--- config.mk ---
export PLATFORM = sky130hd
export DESIGN_NAME = reg_enable_encoder
export DESIGN_NICKNAME = d
export VERILOG_FILES = /design/src/rtl/reg_enc_pkg.sv /design/src/rtl/prio_enc32x5.sv /design/src/rtl/reg_enable_encoder.sv
export SDC_FILE = /design/constraint.sdc
export NUM_CORES = 1
export LEC_CHECK = 0
export ABC_CLOCK_PERIOD_IN_PS = 5190
export CORE_UTILIZATION = 55
export CTS_CLUSTER_DIAMETER = 100
export CTS_CLUSTER_SIZE = 8
export DETAILED_ROUTE_END_ITERATION = 7
export HOLD_SLACK_MARGIN = 0.02
export PLACE_DENSITY = 0.82
export SLEW_MARGIN = 20
export SYNTH_ARGS = -nofsm -noshare
export SYNTH_HDL_FRONTEND = slang
export SYNTH_SLANG_ARGS = --single-unit
--- constraint.sdc ---
create_clock -name clk -period 5.19 [get_ports clk]
set_input_delay 0.519 -clock clk [delete_from_list [all_inputs] [get_ports clk]]
set_output_delay 0.519 -clock clk [all_outputs]
set_load 0.01 [all_outputs]
--- src/rtl/reg_enc_pkg.sv ---
// ---------------------------------------------------------------------------
// reg_enc_pkg
// Shared types and constants for the register write-enable encoder.
//   enc_state_t : encoder state (IDLE / BUSY)
//   REG_CNT     : number of registers (width of the enable vector)
//   REG_IDX_W   : width of a register number, clog2(REG_CNT)
//   popcount()  : number of set bits in an enable vector. It is used only
//                 by the optional multi-bit check (ENC_MULTI_CHK_EN).
// ---------------------------------------------------------------------------
package reg_enc_pkg;

    localparam int REG_CNT   = 32;
    localparam int REG_IDX_W = 5;

    typedef enum logic {
        IDLE = 1'b0,
        BUSY = 1'b1
    } enc_state_t;

    function automatic logic [REG_IDX_W:0] popcount(input logic [REG_CNT-1:0] vec);
        logic [REG_IDX_W:0] cnt;
        cnt = '0;
        for (int i = 0; i < REG_CNT; i++) begin
            cnt = cnt + (REG_IDX_W+1)'(vec[i]);
        end
        return cnt;
    endfunction

endpackage

--- src/rtl/prio_enc32x5.sv ---
// ---------------------------------------------------------------------------
// prio_enc32x5
// Purely combinational encoder that finds the lowest set bit of a 32-bit vector.
//   vec : input vector
//   idx : index of the lowest set bit (0 when vec is zero)
//   any : high when at least one bit of vec is set
// ---------------------------------------------------------------------------
module prio_enc32x5
    import reg_enc_pkg::*;
(
    input  logic [REG_CNT-1:0]   vec,
    output logic [REG_IDX_W-1:0] idx,
    output logic                 any
);

    // The loop scans from the top bit down. A later (lower) hit overwrites an
    // earlier one, so the lowest set index wins.
    always_comb begin
        idx = '0;
        any = |vec;
        for (int i = REG_CNT - 1; i >= 0; i--) begin
            if (vec[i]) begin
                idx = REG_IDX_W'(i);
            end
        end
    end

endmodule

--- src/rtl/reg_enable_encoder.sv ---
// ---------------------------------------------------------------------------
// reg_enable_encoder
// Serializing encoder for register write-enable vectors. A loaded vector is
// drained one register number at a time, lowest index first. Each index is
// passed over a valid/ready handshake.
//
// Ports
//   clk      : sole clock, rising edge
//   rst_n    : synchronous active-low reset
//   E_in     : enable vector, sampled only when a load is accepted
//   Ld       : load request, accepted only while ld_ready is high
//   ld_ready : encoder is idle and can accept a load
//   C        : register number of the lowest pending bit (0 when not valid)
//   C_valid  : C is valid (encoder busy)
//   C_ready  : consumer accepts C
//   done     : one-cycle pulse after a loaded vector has fully drained,
//              including an all-zero load
//   multi    : (only with ENC_MULTI_CHK_EN) one-cycle pulse after a load
//              whose vector has more than one bit set
//
// Configuration macro: ENC_MULTI_CHK_EN adds the multi port and its popcount.
// OpCode_bits must equal clog2(DATA_WIDTH). The encoder core is fixed at 32/5.
// ---------------------------------------------------------------------------
module reg_enable_encoder
    import reg_enc_pkg::*;
#(
    parameter int DATA_WIDTH  = REG_CNT,
    parameter int OpCode_bits = REG_IDX_W
) (
    input  logic                   clk,
    input  logic                   rst_n,
    input  logic [DATA_WIDTH-1:0]  E_in,
    input  logic                   Ld,
    output logic                   ld_ready,
    output logic [OpCode_bits-1:0] C,
    output logic                   C_valid,
    input  logic                   C_ready,
`ifdef ENC_MULTI_CHK_EN
    output logic                   multi,
`endif
    output logic                   done
);

    enc_state_t              state_q, state_d;
    logic [DATA_WIDTH-1:0]   pending_q, pending_d;
    logic                    done_q, done_d;
    logic [OpCode_bits-1:0]  enc_idx;
    logic                    enc_any;
    logic [DATA_WIDTH-1:0]   pending_clr;

    prio_enc32x5 u_prio (
        .vec (pending_q),
        .idx (enc_idx),
        .any (enc_any)
    );

    // pending with the currently presented bit (enc_idx) removed.
    for (genvar gi = 0; gi < DATA_WIDTH; gi++) begin : g_clr
        assign pending_clr[gi] = pending_q[gi] && (enc_idx != OpCode_bits'(gi));
    end

    always_comb begin
        state_d   = state_q;
        pending_d = pending_q;
        done_d    = 1'b0;
        case (state_q)
            IDLE: begin
                if (Ld) begin
                    if (E_in != '0) begin
                        pending_d = E_in;
                        state_d   = BUSY;
                    end else begin
                        // An empty vector finishes immediately and emits no index.
                        done_d = 1'b1;
                    end
                end
            end
            BUSY: begin
                if (C_ready) begin
                    pending_d = pending_clr;
                    if (pending_clr == '0) begin
                        state_d = IDLE;
                        done_d  = 1'b1;
                    end
                end
            end
            default: begin
                state_d   = IDLE;
                pending_d = '0;
            end
        endcase
    end

    always_ff @(posedge clk) begin
        if (!rst_n) begin
            state_q   <= IDLE;
            pending_q <= '0;
            done_q    <= 1'b0;
        end else begin
            state_q   <= state_d;
            pending_q <= pending_d;
            done_q    <= done_d;
        end
    end

`ifdef ENC_MULTI_CHK_EN
    logic multi_q, multi_d;

    always_comb begin
        multi_d = (state_q == IDLE) && Ld && (popcount(E_in) > (REG_IDX_W+1)'(1));
    end

    always_ff @(posedge clk) begin
        if (!rst_n) begin
            multi_q <= 1'b0;
        end else begin
            multi_q <= multi_d;
        end
    end

    assign multi = multi_q;
`endif

    assign ld_ready = (state_q == IDLE);
    assign C_valid  = (state_q == BUSY);
    assign C        = (C_valid && enc_any) ? enc_idx : '0;
    assign done     = done_q;

endmodule

== Word level (Yosys, flattened, before mapping) ==
Index checks and enable logic that the tools add are counted.
Widths: inputs -> output; s select.
Storage, ports and cells
  input port bits: 36
  register bits after elaboration: 34
  output and inout bits: 8
  memories: 0
  RAM bits: 0
  bits in read-only memories: 0
  bits in latches: 0
Operators by class
  multipliers: 0
  equality and inequality tests: 34
  shifts and indexed selects: 0
  bitwise operators: 1
  multiplexer cells: 47
  reductions and logical operators: 38
  add/sub/neg operators: 0
  order comparisons: 0
  div/mod/pow operators: 0
Operators with widths (count)
  $mux 5: 33
  $mux 32: 3
  $ne 5x5->1 const B: 16
  $pmux 32 s2: 1
  $ne 5x4->1 const B: 8
  $logic_and 1x1->1: 33
  $logic_not 32->1: 1
  $reduce_bool 32->1: 1
  $reduce_or 32->1: 1
  $ne 5x3->1 const B: 4
  $ne 5x2->1 const B: 2
  $mux 1: 8
  $ne 5x1->1 const B: 1
  $reduce_bool 5->1: 1
  $ne 2x2->1 const B: 2
  $pmux 1 s2: 2
  $reduce_and 3->1: 1
  $ne 2x1->1 const B: 1
  $not 1->1: 1

== Longest topological paths before layout ==
  depth after elaboration: 38
  gate-level depth with buffers: 11
  depth with buffers taken out: 10

== Modules after synthesis ==
From an unflattened synthesis, not the netlist that was laid out.
Second synthesis, totals
  cells, all modules: 323
  area, all modules: 2378.5 sq um
Modules (own cells, without submodules)
  reg_enable_encoder: times used 1, cells an instance 258, area an instance 1993.2 sq um
  prio_enc32x5: times used 1, cells an instance 65, area an instance 385.4 sq um

== Worst setup path after synthesis ==
No wires, ideal clock.
  path kind: flip-flop to flip-flop
  start point: reg pending_q[16]
  end point: reg state_q, in the netlist C_valid
  setup time: 115 ps
  cell stages (with the launch flop): 11
  slack: 2614 ps
  period minus slack after synthesis: 2576 ps
  required time: 5075 ps
  arrival: 2461 ps
  cells stage by stage: dfxtp_1 or3_1 a221oi_2 o21ai_1 a221o_2 a21oi_4 nand2_2 o2bb2ai_1 a2111oi_4 a31oi_1 o21a_1
Between the ends
  word-level cells in the longest chain between the ends: 23
  elaborated cells on any way between the ends: 85
  classes of those cells: 31 x eq/ne; 20 x mux; 34 x reduce/logical
Ends and longest elaborated chain
  from (decl): line reg_enable_encoder.sv:45  | logic [DATA_WIDTH-1:0] pending_q, pending_d;
  from (signal assigned): line reg_enable_encoder.sv:101  | pending_q <= pending_d;
  $mux 5 (17 in series): line prio_enc32x5.sv:22  | if (vec[i]) begin
  $ne 5x1->1, or another cell as far along: line reg_enable_encoder.sv:59  | assign pending_clr[gi] = pending_q[gi] && (enc_idx != OpCode_bits'(gi));
  $logic_and 1x1->1: line reg_enable_encoder.sv:59
  $logic_not 32->1 *: line reg_enable_encoder.sv:81  | if (pending_clr == '0) begin
  $mux 1 *: line reg_enable_encoder.sv:81
  $mux 1 *: line reg_enable_encoder.sv:79  | if (C_ready) begin
  $pmux 1 s2 *: line reg_enable_encoder.sv:66  | case (state_q)
  to (signal assigned): line reg_enable_encoder.sv:100  | state_q <= state_d;
  to (decl): line reg_enable_encoder.sv:44  | enc_state_t state_q, state_d;
Mark *: on every way between the ends. The rest lies on a longest branch, timed or not.
A chain may end at the register's enable or synchronous reset.

== Worst setup path in the final report ==
  start point: reg pending_q[6]
  end point: out C[2]
Between the ends
  word-level cells in the longest chain between the ends: 8
  elaborated cells on any way between the ends: 10
  classes of those cells: 8 x mux; 2 x reduce/logical
Ends and longest elaborated chain
  $mux 5 (7 in series): line prio_enc32x5.sv:22
  $mux 5 *: line reg_enable_encoder.sv:126  | assign C = (C_valid && enc_any) ? enc_idx : '0;
  to (decl): line reg_enable_encoder.sv:35  | output logic [OpCode_bits-1:0] C,
Marks and branches as above.

==> impl_results.md <==
* Post-layout util at 70.3%
* Worst-path clk slew at 70 ps
* Max Freq at 0.306 GHz
* Worst Hold Class: register to register
* DP Cell Count at 432
* Die height at 71.1 µm
* Mapped cell area at 2630 µm²
* Final Hold Viols at 0
* Remaining global-route overflow at 0
* Clock Latency Late Sink at 290 ps
* Worst hold slack at 553 ps
* FF-to-FF setup slack at 1930 ps
* Drt total wl at 8600 µm
* Register area share after synthesis at 25.9%
* Worst reg2reg path depth at 10
* Vias in the first global route at 2848
* DR iter-0 viols at 358
* Initial antenna violation count at 0
* Crit end category: output port
* Core Box Area at 4470 µm²
* CTS root buffer: clkbuf_8
* Filler instances at 410
* Status: finished with violations
* Largest family of logic cells by synthesized area: compound AO/OA/AOI/OAI gates
* Xor and xnor fraction of the mapped netlist area at 0%
* Initial core utilization at 58.7%
* Setup ws final at 1920 ps
* ANT cells at 0
* Post-synth cell types at 66
* RSZ-0062 raised after global routing: false
* DRC Markers at 3
* Crit path launch type: register
* H-tree levels at 2
* WHS Path Cells at 2
* Reg2reg start: pending_q[6]
* Num CTS Buffers at 5
* Final slew viol count at 0
* Non-Filler Instances at 439
* First-pass GRT wire length at 14400 µm
* Hold path start: pending_q[17]
* Avg WL per Cell at 19.6 µm
* Multiplexer area fraction after synthesis at 0%
* Max capacitance violation total at 0
* Endpoint, Worst Hold: pending_q[17]
* Violated checks: DRC
* Critical Path, Cell by Cell: nor4_1, nand4_1, o21ai_0, a211oi_1, clkdlybuf4s50_1
* Drt first pass iters at 7
* YS warnings at 0
* Setup bufs post-CTS at 0
* PostCTS Resize Cnt at 0
* Data required, critical path at 4670 ps
* Critical Path AT at 2750 ps
* PwrDens at 275 nW/µm²
* Clk buf depth at 2
* Clk_skew at 5.64 ps
* Post-synthesis simple-gate area fraction at 31.4%
* Largest net degree at the start of global routing at 35
* Setup CP Type: register to output port
* Post-synthesis cell count at 350
* Area added between synthesis and finish at 19.8%
* Worst path max stage delay at 700 ps
* CTS tree: built
* Die area at 5050 µm²
* Ports at 44
* GR Util All Layers at 36.6%
* Compound-Gate Fraction of Synth Area at 37.9%
* Worst-Margin Slew at 1010 ps
* Clock sink total at 34
* Final ANT Viol Nets at 0
* Post-Synth Adder-Cell Area at 0%
* Hold buffers post-CTS at 0
* Share of cells above drive strength 1 at 10.9%
* Hpwl dp at 6400 µm
* Number of synthesized flops with an enable pin at 0
* Worst R2R End: C_valid
* Die width at 71.1 µm
* CP max FO at 6
* Layout Nets at 423
* Final TNS setup at 0 ps
* Crit share post-route at 63.0%
* Minimum clock period at 3270 ps
* GPL Wtd Cong at 1.00
* Place WS at 2080 ps
* Top FF cell, synth: dfxtp_1
* Peak VDD IR at 0.167 mV
* Rel. slew slack at 32.4%
* Post-synth ARST share at 0%
* Flop and latch count out of synthesis at 34
* Pleak at 1.08 nW
* Mapped Avg Cell Area at 7.50 µm²
* Post-Syn Nets at 386
* Port Buffer Count at 43
* CP max-delay cell: nor4_1
* Total number of vias at 3003
* Vias/cell at 6.84
* # setup viols final at 0
* # rows at 24
worst max-delay path, delay by kind of cell, from the launching register on:
family          cells  cell delay, ps
simple gates        2             960
flops               1             370
buf+inv             1             540
compound gates      2             590
metal layers:
metal	vias to the layer above	wire length [µm]	track usage, %
met2	171	3890	57.4
met5	-	0	0
li1	1380	-	-
met1	1426	3660	49.8
met3	26	825	7.55
met4	0	222	13.3
cell usage in the layout (no fill, tap or decap), drive strengths merged, types with 2 or more instances in the layout:
cell type,n
a22oi,8
a21oi,21
a2bb2oi,2
nand3,9
and2,2
a31oi,7
nand4,7
o211ai,3
or3,4
a2111oi,2
buf,2
o21ai,43
dfxtp,34
clkbuf,7
a221oi,3
and3,4
nand2,36
o31a,3
nor3,7
a211oi,2
o311ai,2
clkdlybuf4s50,43
or4,4
o21bai,2
o31ai,2
a21o,6
inv,10
nor4,16
nor2,42
a21boi,25
nand2b,5
nor2b,12
how the worst max path moves through the flow:
stage | from | to | slack, ps | depth (start not counted)
finish | pending_q[6] | C[2] | 1920 | 5
global route | pending_q[6] | C_valid | 1570 | 10
CTS | pending_q[8] | C[2] | 1950 | 5
detailed placement | E_in[1] | pending_q[12] | 2080 | 8
global placement | E_in[2] | pending_q[6] | 1800 | 8
floorplan | pending_q[16] | C_valid | 2610 | 10
report_power, final:
part / total (mW) / switching, mW / leakage [nW] / internal [mW]
logic: 0.363 / 0.220 / 0.758 / 0.143
registers: 0.314 / 0.0356 / 0.279 / 0.278
clock network: 0.190 / 0.0971 / 0.0383 / 0.0925
total: 0.866 / 0.352 / 1.08 / 0.513
metrics by stage:
step | total power [mW] | instance area (µm²)
3_3_place_gp | 0.671 | 3060
5_1_grt | 0.907 | 3140
3_5_place_dp | 0.670 | 3070
4_1_cts | 0.857 | 3140
2_1_floorplan | 0.557 | 2630
6_report | 0.866 | 3140
area by class of cell:
type | instances | area (µm²) | area share (%)
inverter | 11 | 41.3 | 1.31
sequential | 34 | 681 | 21.6
clock buffer | 7 | 76.3 | 2.43
timing repair buffer | 45 | 445 | 14.2
tap | 52 | 65.1 | 2.07
multi-input combinational | 290 | 1840 | 58.4
cell usage after synthesis (all sizes together) (2+ instances only):
master   instances  area share (%)
a2111oi          2             1.4
a211oi           2            0.57
a21boi          25             7.1
a21o             6             1.8
a21oi           21             4.4
a221oi           3             1.2
a22oi            8             2.5
a2bb2oi          2            0.67
a31oi            7             2.2
and2             2            0.48
and3             4             1.4
buf              3             1.3
clkbuf          11             1.6
dfxtp           34              26
inv             10             1.4
nand2           36             5.4
nand2b           5             1.6
nand3            9             1.9
nand4            7             1.7
nor2            42             6.0
nor2b           12             2.9
nor3             7             1.7
nor4            16             5.1
o211ai           3             1.2
o21ai           43             8.5
o21bai           2            0.57
o311ai           2            0.67
o31a             3             1.0
o31ai            2             1.1
or3              4            0.95
or4              4             1.4
cells by family after synthesis:
| group | Yosys count |
|---|---|
| and+or+nand+nor | 151 |
| AOI/OAI and AO/OA | 139 |
| DFF | 34 |
| buffers and inverters | 26 |
state kept, by name, indices dropped and copies added, names as in the netlist:
signal and count:
C_valid 1, pending_q 32, done 1
No activity file was read; power rests on OpenSTA's default activity.
